<file path="src/rtl/snake_dir_ctrl_if.sv">
// snake_dir_ctrl_if: key/tick inputs and direction/game-state outputs of the snake direction controller
interface snake_dir_ctrl_if;
    logic [7:0] key_data;
    logic       move_tick;
    logic       game_over;
    logic [1:0] dir;
    logic       run_en;
    logic       paused;
    logic       restart;
    logic [2:0] q_count;
`ifdef SNAKE_DIR_DBG_EN
    logic [7:0] last_key;
    logic [7:0] drop_cnt;
`endif
    modport master (
        output key_data, move_tick, game_over,
`ifdef SNAKE_DIR_DBG_EN
        input  last_key, drop_cnt,
`endif
        input  dir, run_en, paused, restart, q_count
    );
    modport slave (
        input  key_data, move_tick, game_over,
`ifdef SNAKE_DIR_DBG_EN
        output last_key, drop_cnt,
`endif
        output dir, run_en, paused, restart, q_count
    );
endinterface

</file>
<file path="src/rtl/snake_dir_ctrl.sv">
// snake_dir_ctrl: key decode, turn queue and game-state FSM; SNAKE_DIR_DBG_EN adds last_key/drop_cnt
module snake_dir_ctrl #(
    parameter int         QUEUE_DEPTH = 2,
    parameter logic [1:0] INIT_DIR    = 2'b01
) (
    input logic clk,
    input logic rst,
    snake_dir_ctrl_if.slave bus
);
    typedef enum logic [1:0] {IDLE, RUN, PAUSE, OVER} state_t;
    localparam logic [1:0] LAST = 2'(QUEUE_DEPTH - 1);
    state_t     state, state_n;
    logic [7:0] key_prev, lc;
    logic [1:0] q [4];
    logic [1:0] rp, wp, tail, kdir, ref_dir;
    logic [2:0] cnt;
    logic       acc, is_dir, is_sp, rkey, push, pop;
    assign acc     = bus.key_data != 8'h00 && bus.key_data != key_prev;
    assign lc      = bus.key_data | 8'h20;
    assign is_dir  = acc && (lc == 8'h77 || lc == 8'h64 || lc == 8'h73 || lc == 8'h61);
    assign kdir    = lc == 8'h77 ? 2'b00 : lc == 8'h64 ? 2'b01 : lc == 8'h73 ? 2'b10 : 2'b11;
    assign is_sp   = acc && bus.key_data == 8'h20;
    assign rkey    = acc && lc == 8'h72;
    assign tail    = wp == 2'd0 ? LAST : wp - 2'd1;
    assign ref_dir = cnt != 3'd0 ? q[tail] : bus.dir;
    // opposite directions differ only in bit 1
    assign push    = state == RUN && is_dir && !rkey && cnt != 3'(QUEUE_DEPTH)
                     && kdir != ref_dir && kdir != {~ref_dir[1], ref_dir[0]};
    assign pop     = state == RUN && bus.move_tick && !bus.game_over && !rkey && cnt != 3'd0;
    assign bus.q_count = cnt;
    always_comb begin
        state_n = state;
        if (rkey) state_n = IDLE;
        else if (state == IDLE && is_dir) state_n = RUN;
        else if (state == RUN) state_n = bus.game_over ? OVER : is_sp ? PAUSE : RUN;
        else if (state == PAUSE && is_sp) state_n = RUN;
    end
    always_ff @(posedge clk) begin
        key_prev <= bus.key_data;
        if (rst) begin
            state       <= IDLE;
            bus.dir     <= INIT_DIR;
            bus.run_en  <= 1'b0;
            bus.paused  <= 1'b0;
            bus.restart <= 1'b0;
            key_prev    <= 8'h00;
            rp          <= 2'd0;
            wp          <= 2'd0;
            cnt         <= 3'd0;
        end else begin
            state       <= state_n;
            bus.run_en  <= state_n == RUN;
            bus.paused  <= state_n == PAUSE;
            bus.restart <= rkey;
            if (rkey) begin
                bus.dir <= INIT_DIR;
                rp      <= 2'd0;
                wp      <= 2'd0;
                cnt     <= 3'd0;
            end else begin
                if (state == IDLE && is_dir) bus.dir <= kdir;
                else if (pop) bus.dir <= q[rp];
                if (push) begin
                    q[wp] <= kdir;
                    wp    <= wp == LAST ? 2'd0 : wp + 2'd1;
                end
                if (pop) rp <= rp == LAST ? 2'd0 : rp + 2'd1;
                cnt <= cnt + 3'(push) - 3'(pop);
            end
        end
    end
`ifdef SNAKE_DIR_DBG_EN
    always_ff @(posedge clk) begin
        if (rst || rkey) begin
            bus.last_key <= 8'h00;
            bus.drop_cnt <= 8'h00;
        end else begin
            if (is_dir || is_sp) bus.last_key <= bus.key_data;
            if (state == RUN && is_dir && !push && bus.drop_cnt != 8'hff) bus.drop_cnt <= bus.drop_cnt + 8'd1;
        end
    end
`endif
endmodule

</file>
<file path="src/flat_wrapper.sv">
// flat-port wrapper written by rule: the top's interface ports become plain ports
module snake_dir_ctrl_flat 
#(
    parameter int         QUEUE_DEPTH = 2,
    parameter logic [1:0] INIT_DIR    = 2'b01
)
  (clk, rst, bus_key_data, bus_move_tick, bus_game_over, bus_dir, bus_run_en, bus_paused, bus_restart, bus_q_count);
  snake_dir_ctrl_if bus_i ();
  input logic clk;
  input logic rst;
  input wire logic [$bits(bus_i.key_data)-1:0] bus_key_data;
  input wire logic [$bits(bus_i.move_tick)-1:0] bus_move_tick;
  input wire logic [$bits(bus_i.game_over)-1:0] bus_game_over;
  output wire logic [$bits(bus_i.dir)-1:0] bus_dir;
  output wire logic [$bits(bus_i.run_en)-1:0] bus_run_en;
  output wire logic [$bits(bus_i.paused)-1:0] bus_paused;
  output wire logic [$bits(bus_i.restart)-1:0] bus_restart;
  output wire logic [$bits(bus_i.q_count)-1:0] bus_q_count;
  assign bus_i.key_data = bus_key_data;
  assign bus_i.move_tick = bus_move_tick;
  assign bus_i.game_over = bus_game_over;
  assign bus_dir = bus_i.dir;
  assign bus_run_en = bus_i.run_en;
  assign bus_paused = bus_i.paused;
  assign bus_restart = bus_i.restart;
  assign bus_q_count = bus_i.q_count;
  snake_dir_ctrl #(.QUEUE_DEPTH(QUEUE_DEPTH), .INIT_DIR(INIT_DIR)) u_core (.clk(clk), .rst(rst), .bus(bus_i));
endmodule
</file>
<file path="config.mk">
export PLATFORM = sky130hd
export DESIGN_NAME = snake_dir_ctrl_flat
export DESIGN_NICKNAME = d
export VERILOG_FILES = /design/src/rtl/snake_dir_ctrl_if.sv /design/src/rtl/snake_dir_ctrl.sv /design/src/flat_wrapper.sv
export SDC_FILE = /design/constraint.sdc
export NUM_CORES = 1
export LEC_CHECK = 0
export CORE_MARGIN = 4
export CORE_UTILIZATION = 58
export CTS_CLUSTER_DIAMETER = 100
export DETAILED_ROUTE_END_ITERATION = 6
export PLACE_DENSITY_LB_ADDON = 0.1
export RECOVER_POWER = 50
export REMOVE_ABC_BUFFERS = 1
export SLEW_MARGIN = 10
export SYNTH_ARGS = -nofsm -noshare
export SYNTH_HDL_FRONTEND = slang
export SYNTH_SLANG_ARGS = --single-unit
</file>
<file path="constraint.sdc">
create_clock -name clk -period 4.4 [get_ports clk]
set_input_delay 0.66 -clock clk [delete_from_list [all_inputs] [get_ports clk]]
set_output_delay 0.66 -clock clk [all_outputs]
set_load 0.02 [all_outputs]
</file>
==> results of run 1 <==
-- cells by family (layout without fill, tap and decap cells) --
logic type | Yosys count | in the layout | share of synthesized area [%]
simple gates | 59 | 59 | 23.9
compound gates | 18 | 18 | 9.53
flops | 32 | 32 | 46.9
mux | 7 | 7 | 6.27
xor+xnor | 11 | 11 | 6.27
fa+ha+maj | 3 | 3 | 2.93
buf+inv | 13 | 35 | 4.23
-- cells in the mapped netlist (3+ instances only) --
cell                        n  share of area, %
sky130_fd_sc_hd__nor2_1     6               1.5
sky130_fd_sc_hd__dfxtp_1   24                31
sky130_fd_sc_hd__nand3_1    5               1.6
sky130_fd_sc_hd__clkbuf_1   3              0.73
sky130_fd_sc_hd__inv_1      6               1.5
sky130_fd_sc_hd__xnor2_1   11               6.3
sky130_fd_sc_hd__nand2_1    9               2.2
sky130_fd_sc_hd__edfxtp_1   8                16
sky130_fd_sc_hd__nor2b_1    9               3.7
sky130_fd_sc_hd__nand4_1    3               1.2
sky130_fd_sc_hd__and3_1     5               2.0
sky130_fd_sc_hd__mux2i_1    4               2.6
-- per-stage QoR --
step	total power (W)	cell area, um^2	util [%]	hold slack (ps)
global route	0.000596	1810	72.4	469
floorplan	0.000337	1500	-	404
detailed placement	0.000360	1730	69.3	418
global placement	0.000358	1730	69.3	413
finish	0.000573	1810	72.4	435
CTS	0.000578	1810	72.4	437
-- cell type report --
type | instances | area (um^2) | area share, %
clock inverters | 2 | 35.0 | 1.94
repair buffers | 20 | 198 | 10.9
multi-input cells | 98 | 751 | 41.5
flip-flops and latches | 32 | 721 | 39.8
inverters | 7 | 26.3 | 1.45
clock buffers | 6 | 41.3 | 2.28
well taps | 30 | 37.5 | 2.07
-- critical path, stage by stage --
cell	delay (ps)
sky130_fd_sc_hd__dlygate4sd3_1	610
sky130_fd_sc_hd__nor3b_1	440
sky130_fd_sc_hd__o211ai_1	170
sky130_fd_sc_hd__buf_4	210
sky130_fd_sc_hd__nand2_1	90
sky130_fd_sc_hd__inv_1	50
sky130_fd_sc_hd__ha_1	260
sky130_fd_sc_hd__inv_1	40
sky130_fd_sc_hd__ha_1	210
sky130_fd_sc_hd__fa_1	380
sky130_fd_sc_hd__xnor2_1	170
sky130_fd_sc_hd__xnor2_1	140
sky130_fd_sc_hd__nor2_1	50
-- power breakdown --
group	internal [W]	switching [W]
Sequential	0.000305	0.00000274
Clock	0.000119	0.000102
Combinational	0.0000222	0.0000230
-- per-layer routing --
metal | vias up | global-route usage [%]
li1 | 565 | -
met1 | 581 | 26.3
met2 | 49 | 33.1
met3 | 9 | 7.63
met4 | 0 | 8.74
met5 | - | 0
-- flip-flops by register name, summed over array words and instances (netlist names), named ones only --
| name | flops |
|---|---|
| u_core.bus.dir | 2 |
| u_core.bus.paused | 1 |
| u_core.bus.q_count | 3 |
| u_core.bus.restart | 1 |
| u_core.bus.run_en | 1 |
| u_core.key_prev | 8 |
| u_core.q | 8 |
| u_core.rp | 2 |
| u_core.state | 2 |
| u_core.wp | 2 |
-- worst max-delay path by stage --
stage | startpoint | to
6_report | bus_key_data[6] | u_core.bus.q_count[2]
5_1_grt | bus_key_data[6] | u_core.bus.q_count[2]
4_1_cts | bus_key_data[6] | u_core.bus.q_count[2]
3_5_place_dp | bus_key_data[6] | u_core.bus.q_count[2]
3_3_place_gp | bus_key_data[6] | u_core.bus.q_count[2]
2_1_floorplan | bus_key_data[0] | u_core.bus.q_count[2]
==> flow_summary.json, run 1 <==
{
  "dr_total_vias": 1204,
  "detailedRoute.firstIterationViolations": 47,
  "fp.coreArea_um2": 2500,
  "netlist-cell-type-count": 48,
  "htreeDepth": 2,
  "first_global_vias": 1145,
  "cts_tree": "yes",
  "dpl.hpwl_mm": 2.28,
  "grt_antenna_before_repair": 0,
  "maxSlewHeadroom_pct": 67.5,
  "worstHoldStart": "u_core.rp[1]",
  "async_flop_share_pct": 0,
  "timing.setup.critical_path_class": "input pin to register",
  "slew_violations": 0,
  "critical_path_required_ps": 4630,
  "post_synth.cell_area_avg_um2": 10.7,
  "seq_area_frac_synth_pct": 46.9,
  "setup.reg_to_reg.worst_slack_ps": 1790,
  "worst_setup_path_start_kind": "input pin",
  "whs_path_depth": 2,
  "cts_post_setup_buffers_inserted": 0,
  "die-area_um2": 3540,
  "synth_edf_count": 8,
  "placed_cells_incl_taps": 187,
  "cp_arrival_ps": 3490,
  "area_delta_synth_final_pct": 17.8,
  "routedWlPerCell_um": 16.2,
  "synth_area_um2": 1540,
  "max-vdd-ir-drop_mv": 0.289,
  "track_usage_pct": 21.2,
  "ctsLongestPathBuffers": 2,
  "outcome": "complete, no violations",
  "min_period_over_period_pct": 74.1,
  "max_cap_violations": 0,
  "end_kind": "register",
  "crit-reg2reg-launch": "u_core.bus.q_count[2]",
  "netlist_instances": 143,
  "layout_cells_sized_above_1_pct": 11.5,
  "clk_latency_ps": 330,
  "overflow": 0,
  "top_layer": "met4",
  "ff2ff_path_depth": 11,
  "cts_hold_buffers": 0,
  "cts_root_buf": "sky130_fd_sc_hd__clkbuf_4",
  "synthesis.yosys.warnings": 0,
  "placement_rows": 18,
  "p_leak_nw": 0.735,
  "globalplace.congestion": 0.832,
  "fin_worst_setup_slack_ps": 1140,
  "grt_start_max_net_pins": 14,
  "drt_pre_antenna_iters": 4,
  "grt_setup_unrepaired": "false",
  "vias_per_cell": 6.17,
  "antennaDiodeCount": 0,
  "power_density_nw_per_um2": 317,
  "drcViolationCount": 0,
  "post_cts_resize_count": 0,
  "clkSlewWorstSetupHoldPaths_ps": 100,
  "preCtsSetupSlack_ps": 873,
  "mostFrequentLayoutCells": "sky130_fd_sc_hd__dfxtp_1, sky130_fd_sc_hd__xnor2_1, sky130_fd_sc_hd__dlygate4sd3_1",
  "detail_route_antenna_nets": 0,
  "achievable_frequency_mhz": 307,
  "dieHeight_um": 59.5,
  "worstHoldPathType": "register to register",
  "timing.rr.end": "u_core.bus.q_count[2]",
  "post_route_minimum_period_ps": 3260,
  "route.met2.wl_mm": 1.44,
  "detailroute.wirelength.met3_um": 227,
  "stdcell_count": 195,
  "tritoncts.num_buffers": 5,
  "worst_clock_skew_ps": 3.94,
  "synth_flop_cell": "sky130_fd_sc_hd__dfxtp_1",
  "die_width_um": 59.5,
  "timing_hold_violations_final": 0,
  "max_slew.worst_pin.slew_ps": 485,
  "met1Wirelength_mm": 1.40,
  "port-buffer-count": 19,
  "postRouteWirelength_mm": 3.15,
  "final-setup-viol-count": 0,
  "final_net_count": 179,
  "postSynthRegisterBits": 32,
  "wire_length_of_the_first_global_routing_pass_mm": 5.41,
  "tns_ps": 0,
  "initial_utilization_pct": 61.5,
  "clkSinkCount": 32,
  "floorplan.io_pins": 20,
  "path_max_fanout": 12,
  "final_common_cell": "sky130_fd_sc_hd__dfxtp_1",
  "fill_cells": 190
}
Note: power is estimated with default switching activity, not from simulation.
==> run 2, diff against run 1 <==
- CORE_UTILIZATION: 58 -> 54
- clock period: 4.4 -> 3.08 ns (I/O delays scaled with it)
==> flow_summary.json, run 2 (synthesis gave the netlist of run 1 again) <==
{
  "floorplan.io_pins": 20,
  "htreeDepth": 2,
  "critPathSlowestCell": "sky130_fd_sc_hd__dlygate4sd3_1",
  "timing.rr.end": "u_core.bus.q_count[2]",
  "post_cts_resize_count": 0,
  "cp_cell_sequence": "dlygate4sd3_1, nor3b_1, clkbuf_1, nand4_1, o211a_1, o211a_4, ha_1, fa_1, xnor2_1, xnor2_1, nor2_1",
  "clkSinkCount": 32,
  "drcViolationCount": 0,
  "cell_internal_pwr_w": 0.000557,
  "critical_path_required_ps": 3320,
  "dpl.hpwl_mm": 2.40,
  "detail_route_antenna_nets": 0,
  "worst_setup_path_start_kind": "input pin",
  "p_sw_w": 0.000177,
  "tns_ps": 0,
  "final_net_count": 192,
  "cts_root_buf": "sky130_fd_sc_hd__clkbuf_4",
  "cts_post_setup_buffers_inserted": 0,
  "antennaDiodeCount": 0,
  "stdcell_count": 209,
  "detailedRoute.firstIterationViolations": 47,
  "max_cap_violations": 0,
  "wire_length_of_the_first_global_routing_pass_mm": 5.11,
  "whs_path_depth": 2,
  "worstHoldStart": "u_core.rp[1]",
  "track_usage_pct": 19.3,
  "overflow": 0,
  "outcome": "complete, no violations",
  "grt_antenna_before_repair": 0,
  "placed_cells_incl_taps": 201,
  "layout_cells_sized_above_1_pct": 15.2,
  "power.share.clock_pct": 30.4,
  "final-setup-viol-count": 0,
  "postRouteWirelength_mm": 3.07,
  "dieHeight_um": 61.3,
  "globalplace.congestion": 0.786,
  "critical_path.max_stage_delay_ps": 590,
  "post_route_minimum_period_ps": 2730,
  "tritoncts.num_buffers": 5,
  "ctsLongestPathBuffers": 2,
  "clkSlewWorstSetupHoldPaths_ps": 100,
  "vias_per_cell": 5.69,
  "p_comb_share_pct": 9.8,
  "end_kind": "register",
  "routedWlPerCell_um": 14.7,
  "worst_clock_skew_ps": 13.8,
  "p_leak_nw": 0.771,
  "clk_latency_ps": 340,
  "worstHoldPathType": "register to register",
  "first_global_vias": 1160,
  "cts_tree": "yes",
  "placement_rows": 19,
  "fp.coreArea_um2": 2730,
  "drt_pre_antenna_iters": 4,
  "power_switching_share_pct": 24.2,
  "mostFrequentLayoutCells": "sky130_fd_sc_hd__dfxtp_1, sky130_fd_sc_hd__xnor2_1, sky130_fd_sc_hd__dlygate4sd3_1",
  "critical_path_buf_inv_count": 2,
  "power_density_nw_per_um2": 394,
  "crit-reg2reg-launch": "u_core.bus.q_count[2]",
  "grt_setup_unrepaired": "false",
  "die_width_um": 61.3,
  "timing_hold_violations_final": 0,
  "maxSlewHeadroom_pct": 56.7,
  "port-buffer-count": 19,
  "slew_violations": 0,
  "timing.setup.critical_path_class": "input pin to register",
  "max_slew.worst_pin.slew_ps": 649,
  "area_delta_synth_final_pct": 21.3,
  "initial_utilization_pct": 56.2,
  "fin_worst_setup_slack_ps": 354,
  "path_max_fanout": 4,
  "cp_arrival_ps": 2960,
  "final_common_cell": "sky130_fd_sc_hd__dfxtp_1",
  "setup.reg_to_reg.worst_slack_ps": 600,
  "max-vdd-ir-drop_mv": 0.338,
  "cp_top_family": "buffers and inverters",
  "min_period_over_period_pct": 88.5,
  "die-area_um2": 3760,
  "power.share.sequential_pct": 59.8,
  "ff2ff_path_depth": 11,
  "grt_start_max_net_pins": 14,
  "achievable_frequency_mhz": 367,
  "worst_path_most_repeated_cell": "sky130_fd_sc_hd__xnor2_1",
  "preCtsSetupSlack_ps": 26.1,
  "cts_hold_buffers": 0,
  "dr_total_vias": 1189
}
==> run 2: per-layer routing <==
layer / vias up / wire (um) / GRT usage (%)
met5: - / 0 / 0
li1: 591 / - / -
met3: 5 / 177 / 5.03
met4: 0 / 67 / 12.4
met1: 566 / 1330 / 23.9
met2: 27 / 1500 / 29.6
==> run 2: power groups by stage <==
stage | registers [W] | logic [W] | clock network (W)
final | 0.000439 | 0.0000718 | 0.000223
after global routing | 0.000440 | 0.0000786 | 0.000250
after CTS | 0.000440 | 0.0000749 | 0.000235
after detailed placement | 0.000449 | 0.0000745 | 0
after global placement | 0.000449 | 0.0000729 | 0
after floorplan | 0.000450 | 0.0000319 | 0
==> run 2: cell type report <==
type                            count  area (um^2)
Sequential cell                    32          721
Multi-Input combinational cell     98          751
Tap cell                           31         38.8
Timing Repair Buffer               33          277
Inverter                            7         26.3
Clock buffer                        5         37.5
Fill cell                         216          870
Clock inverter                      3         13.8
==> run 2: worst max path at each step <==
stage                    startpoint  cells past startpoint               endpoint
finish              bus_key_data[7]                     11  u_core.bus.q_count[2]
global route        bus_key_data[0]                     12  u_core.bus.q_count[2]
CTS                 bus_key_data[1]                      9  u_core.bus.q_count[1]
detailed placement  bus_key_data[1]                      9  u_core.bus.q_count[1]
global placement    bus_key_data[2]                     12  u_core.bus.q_count[2]
floorplan           bus_key_data[0]                     12  u_core.bus.q_count[2]
==> run 2: worst register-to-register path, cell delays in order, from the launching register on <==
cell and delay [ps]:
sky130_fd_sc_hd__dfxtp_1 370, sky130_fd_sc_hd__or3_1 430, sky130_fd_sc_hd__and3_1 210, sky130_fd_sc_hd__nand2_1 80, sky130_fd_sc_hd__inv_1 50, sky130_fd_sc_hd__ha_1 270
sky130_fd_sc_hd__inv_1 40, sky130_fd_sc_hd__ha_1 200, sky130_fd_sc_hd__fa_1 380, sky130_fd_sc_hd__xnor2_1 170, sky130_fd_sc_hd__xnor2_1 130, sky130_fd_sc_hd__nor2_1 50
==> run 2: per-stage QoR <==
stage               total power [W]  util (%)  hold slack (ps)  area, um^2
finish                     0.000734      68.2              432        1860
global route               0.000769      68.2              474        1860
CTS                        0.000750      68.9              437        1880
detailed placement         0.000524      67.0              422        1830
global placement           0.000522      67.0              414        1830
floorplan                  0.000482         -              404        1500
